### src/rtl/alu_arbiter_pkg.sv
// Shared definitions for the two-requester ALU arbiter: op-code constants,
// FSM state encoding and the legal-op check.
package alu_arbiter_pkg;

    // Widest op-code the legal-op check can examine.
    localparam int OP_MAXW = 8;

    localparam logic [2:0] OP_AND = 3'b000;
    localparam logic [2:0] OP_OR  = 3'b010;
    localparam logic [2:0] OP_ADD = 3'b100;
    localparam logic [2:0] OP_SUB = 3'b101;
    localparam logic [2:0] OP_SLT = 3'b111;

    typedef enum logic [1:0] {
        IDLE = 2'b00,
        EXEC = 2'b01,
        RESP = 2'b10
    } arbState_t;

    // Callers zero-extend their op-code, so any set upper bit makes the op illegal.
    function automatic logic isLegalOp(input logic [OP_MAXW-1:0] op);
        logic legal;
        case (op)
            OP_MAXW'(OP_AND),
            OP_MAXW'(OP_OR),
            OP_MAXW'(OP_ADD),
            OP_MAXW'(OP_SUB),
            OP_MAXW'(OP_SLT): legal = 1'b1;
            default:          legal = 1'b0;
        endcase
        return legal;
    endfunction

endpackage

### src/rtl/alu_arbiter_rr_arb2.sv
// Two-way round-robin grant: a lone requester always wins; on a tie the
// pointer picks the winner (ptr = 0 favours requester 0).
module rr_arb2 (
    input  logic       valid0,
    input  logic       valid1,
    input  logic       ptr,
    output logic [1:0] grant
);

    // NOTE: assign every always_comb output a default first so no path leaves it unassigned (no latch).
    always_comb begin
        grant = 2'b00;
        if (valid0 && valid1) begin
            grant = ptr ? 2'b10 : 2'b01;
        end else if (valid0) begin
            grant = 2'b01;
        end else if (valid1) begin
            grant = 2'b10;
        end
    end

endmodule

### src/rtl/alu_arbiter.sv
// Shares one external combinational ALU between two requesters: accept in
// IDLE, sample the ALU result in EXEC, hold the response in RESP.
module alu_arbiter
    import alu_arbiter_pkg::*;
#(
    parameter int WIDTH = 16,
    parameter int OPW   = 3
) (
    input  logic             CLK,
    input  logic             Reset_n,

    input  logic             ReqValid0,
    output logic             ReqReady0,
    input  logic [WIDTH-1:0] ReqA0,
    input  logic [WIDTH-1:0] ReqB0,
    input  logic [OPW-1:0]   ReqOp0,

    input  logic             ReqValid1,
    output logic             ReqReady1,
    input  logic [WIDTH-1:0] ReqA1,
    input  logic [WIDTH-1:0] ReqB1,
    input  logic [OPW-1:0]   ReqOp1,

    output logic [WIDTH-1:0] ALUSrcA,
    output logic [WIDTH-1:0] ALUSrcB,
    output logic [OPW-1:0]   Op,
    input  logic [WIDTH-1:0] R,

    output logic             RspValid,
    input  logic             RspReady,
    output logic             RspId,
    output logic [WIDTH-1:0] RspData,
    output logic             RspErr,

    output logic             Busy,
    output logic [15:0]      OpCount
);

    arbState_t        state;
    arbState_t        stateNext;
    logic             ptrQ;
    logic [1:0]       grant;
    logic [WIDTH-1:0] aQ;
    logic [WIDTH-1:0] bQ;
    logic [OPW-1:0]   opQ;
    logic             idQ;
    logic [WIDTH-1:0] rspDataQ;
    logic             rspErrQ;
    logic [15:0]      opCountQ;
    logic             opLegal;
    logic             rspFire;

    // Requests are only visible to the arbiter in IDLE, so later arrivals simply wait.
    rr_arb2 uArb (
        .valid0 (ReqValid0 && (state == IDLE)),
        .valid1 (ReqValid1 && (state == IDLE)),
        .ptr    (ptrQ),
        .grant  (grant)
    );

    // Gating with Reset_n keeps the ready outputs low for the whole reset pulse.
    assign ReqReady0 = grant[0] & Reset_n;
    assign ReqReady1 = grant[1] & Reset_n;

    assign opLegal = isLegalOp(OP_MAXW'(opQ));
    assign rspFire = (state == RESP) && RspReady;

    always_comb begin
        stateNext = state;
        case (state)
            IDLE:    if (grant != 2'b00) stateNext = EXEC;
            EXEC:    stateNext = RESP;
            RESP:    if (RspReady) stateNext = IDLE;
            default: stateNext = IDLE;
        endcase
    end

    // NOTE: sequential state uses non-blocking assignments so every register samples pre-edge values.
    always_ff @(posedge CLK or negedge Reset_n) begin
        if (!Reset_n) begin
            state    <= IDLE;
            ptrQ     <= 1'b0;
            aQ       <= '0;
            bQ       <= '0;
            opQ      <= '0;
            idQ      <= 1'b0;
            rspDataQ <= '0;
            rspErrQ  <= 1'b0;
            opCountQ <= '0;
        end else begin
            state <= stateNext;

            if (grant[1]) begin
                aQ  <= ReqA1;
                bQ  <= ReqB1;
                opQ <= ReqOp1;
                idQ <= 1'b1;
            end else if (grant[0]) begin
                aQ  <= ReqA0;
                bQ  <= ReqB0;
                opQ <= ReqOp0;
                idQ <= 1'b0;
            end

            // The pointer moves only on a grant and then favours the other requester.
            if (grant != 2'b00) begin
                ptrQ <= grant[0];
            end

            if (state == EXEC) begin
                rspDataQ <= opLegal ? R : '0;
                rspErrQ  <= ~opLegal;
            end

            if (rspFire) begin
                opCountQ <= opCountQ + 16'd1;
            end
        end
    end

    assign ALUSrcA  = aQ;
    assign ALUSrcB  = bQ;
    assign Op       = opQ;
    assign RspValid = (state == RESP);
    assign RspId    = idQ;
    assign RspData  = rspDataQ;
    assign RspErr   = rspErrQ;
    assign Busy     = (state != IDLE);
    assign OpCount  = opCountQ;

endmodule

### config.mk
export PLATFORM = sky130hd
export DESIGN_NAME = alu_arbiter
export DESIGN_NICKNAME = d
export VERILOG_FILES = /design/src/rtl/alu_arbiter_pkg.sv /design/src/rtl/alu_arbiter_rr_arb2.sv /design/src/rtl/alu_arbiter.sv
export SDC_FILE = /design/constraint.sdc
export NUM_CORES = 1
export LEC_CHECK = 0
export BUFFER_PORTS_ARGS = -buffer_cell sky130_fd_sc_hd__buf_2
export CORE_MARGIN = 4
export CORE_UTILIZATION = 41
export CTS_CLUSTER_SIZE = 25
export DETAILED_ROUTE_END_ITERATION = 6
export PLACE_DENSITY = 0.85
export SYNTH_ARGS = -nofsm -noshare
export SYNTH_HDL_FRONTEND = slang
export SYNTH_SLANG_ARGS = --single-unit
### constraint.sdc
create_clock -name CLK -period 1.4 [get_ports CLK]
set_input_delay 0.07 -clock CLK [delete_from_list [all_inputs] [get_ports CLK]]
set_output_delay 0.07 -clock CLK [all_outputs]
set_load 0.1 [all_outputs]
==> impl_metrics.yaml <==
floorplan:
  core_area_um2: 7370
  die_area_um2: 9151
  rows: 31
  die_w_um: 95.66
  die_y_um: 95.66
  start_util_pct: 42.75
  ios: 164
yosys:
  ys.flop_type: "dfrtp_1"
  async_flop_share_pct: 100.0
  ys_seq_area_share_pct: 57.19
  synth_edf_count: 0
  synth_commonest_cells: "dfrtp_1 (72), nand2_1 (43), mux2i_1 (36)"
  syn_nets: 369
  syn_area_per_cell_um2: 11.37
  synth_top_area_share_pct: 57.19
  ys_top_cells_by_area: "dfrtp_1 (57%), mux2i_1 (11%), o21ai_0 (5.2%)"
  yosysWarnings: 0
  synthCells: 277
  mappedNetlistArea_um2: 3151
  synth_most_common_cell: "dfrtp_1"
  yosysTopAreaCell: "dfrtp_1"
  ys_ff_latch: 72
  yosysUniqueCellTypes: 32
grt:
  grt_overflow: 0
  grt_pass1_vias: 2882
  antenna_found_initial: 0
  grt_use_total_pct: 19.84
  grt_pass1_wl_um: 13830
  grt_max_degree: 72
placement:
  dpl.hpwl_um: 5962
  place_congestion: 0.8036
  post_dp_cell_area_um2: 4323
  dp_slack_ns: -0.09938
  numPortBuffers: 163
  dp_cells: 540
sta:
  tightest_slew_ns: 0.5086
  relSlewSlack_pct: 66.33
  setup_viol: 51
  fmax_mhz: 629.9
  hold_violations: 3
  fin_ws_ns: -0.1876
  drv_slew: 0
  fin_skew_ns: 0.007555
  final.min_clock_period_ns: 1.588
  period_share_pct: 113.4
  hold_slack_ns: -0.001301
  rsz0062_at_grt: "yes"
cells_and_area:
  drive_gt1_share_pct: 53.35
  synthToLayoutAreaGrowth_pct: 64.97
  num_antenna_cells: 0
  final_core_util_pct: 70.53
  instances_no_fill: 592
  final_nets: 580
  finalInstanceArea_um2: 5197
  fillCellCount: 531
clock_network:
  cts_tree: "done"
  numCtsBuffers: 9
  cts.clk_slew.worst_paths_ns: 0.08
  cts_buffer_depth: 2
  cts.sinks: 72
  clock_latency_ns: 0.34
  clock-root-buffer: "clkbuf_8"
  h-tree-depth: 3
critical_path:
  crit_type: "flip-flop to output port"
  critPathMaxFanout: 4
  endpoint_kind: "output port"
  worstPathRequired_ns: 1.33
  critPathArrivalTime_ns: 1.52
  critPathLaunchType: "flip-flop"
routing:
  ant_nets: 0
  finalWirelength_um: 9688
  drtPass1Iterations: 4
  vias_per_cell: 4.997
  drt_iter0_drc: 93
  routedWlPerCell_um: 16.36
  vias: 2958
  drc_errors: 0
run_status:
  status: "finished with violations"
  failed_checks: "hold timing, setup timing"
run:
  maxCapViolations: 0
worst_hold_path:
  hold_path.class: "input pin to flip-flop"
## critical path, stage by stage, from the launching register on
cell and delay, ns:
dfrtp_2 0.46, nor3b_4 0.27, and3_4 0.26, buf_12 0.17
## kinds of logic after synthesis
family / count (synthesis) / share of synthesized area (%)
DFF: 72 / 57.19
muxes: 37 / 11.80
and+or+nand+nor: 73 / 12.23
adders and majority gates: 1 / 0.3971
buffers and inverters: 23 / 3.415
xor gates and xnor gates: 15 / 4.170
AOI/OAI and AO/OA: 56 / 10.80
## final cells by class
class	count	area, um^2	area share [%]
Tap cell	99	123.9	2.383
Multi-Input combinational cell	182	1463	28.14
Clock buffer	11	141.4	2.720
Clock inverter	5	56.30	1.083
Timing Repair Buffer	214	1525	29.35
Inverter	9	36.28	0.6981
Sequential cell	72	1852	35.63
## timing repair
action,4_1_cts,5_1_grt
setup buffers,4,3
hold endpoints to repair,92,2
cloned,1,5
endpoints found under the setup margin,52,57
hold buffers,22,2
pin swaps,10,15
resized for setup,31,60
## layer usage
metal | wire, um | share of wire (%) | track usage, %
met5 | 0 | 0 | 0
met2 | 5034 | 52 | 34.68
met3 | 657 | 6.8 | 4.657
met4 | 174 | 1.8 | 5.924
met1 | 3822 | 39 | 24.24
## registers in the layout, summed over array words and instances (netlist names)
name / count
Op: 3
RspId: 1
RspData: 16
ptrQ: 1
OpCount: 16
ALUSrcA: 16
ALUSrcB: 16
state: 2
RspErr: 1
## stage by stage
stage          hold WS [ns]  TNS (ns)
2_1_floorplan       -0.2256    -1.908
3_3_place_gp        -0.1306   -0.4316
3_5_place_dp        -0.1297    -1.834
4_1_cts            0.002382    -3.368
5_1_grt            0.002417    -8.770
6_report          -0.001301    -4.144
## path summary, 6_finish.rpt
path / startpoint / to / slack (ns) / depth (start not counted)
worst max-delay path: state[0] / ReqReady1 / -0.19 / 3
worst min-delay path: ReqB1[7] / ALUSrcB[7] / -0.001 / 3
worst max register to register: state[0] / OpCount[11] / -0.15 / 4
worst min register to register: OpCount[15] / OpCount[15] / 0.47 / 1
max in group asynchronous: Reset_n / Op[2] / 0.70 / 3
min in group asynchronous: Reset_n / ptrQ / 0.12 / 2
## layout by cell type (no fill, tap or decap), types with 2 or more instances in the layout
| cell | Yosys | final |
|---|---|---|
| buf_2 | 2 | 155 |
| clkbuf_16 | 0 | 5 |
| nor3_2 | 1 | 2 |
| dfrtp_4 | 0 | 11 |
| dfrtp_2 | 0 | 7 |
| clkbuf_8 | 0 | 10 |
| nand2_1 | 43 | 41 |
| inv_2 | 0 | 2 |
| inv_1 | 9 | 6 |
| clkbuf_4 | 0 | 3 |
| nand2b_1 | 2 | 2 |
| nor2_4 | 0 | 5 |
| nand2_4 | 0 | 2 |
| buf_12 | 0 | 9 |
| a22o_1 | 16 | 16 |
| buf_6 | 1 | 7 |
| mux2i_4 | 0 | 4 |
| dlygate4sd3_1 | 0 | 24 |
| mux2i_1 | 36 | 28 |
| a21oi_1 | 3 | 3 |
| dfrtp_1 | 72 | 54 |
| nor3_4 | 0 | 4 |
| xor2_1 | 7 | 7 |
| mux2i_2 | 0 | 4 |
| nand3_2 | 2 | 2 |
| clkinv_2 | 0 | 2 |
| buf_4 | 3 | 10 |
| o21ai_1 | 4 | 34 |
| nand3_1 | 4 | 3 |
| xnor2_1 | 8 | 8 |
Power is left out: the tool's default activity adds up to more than one toggle a clock period on the data nets, which glitch-free logic cannot reach.
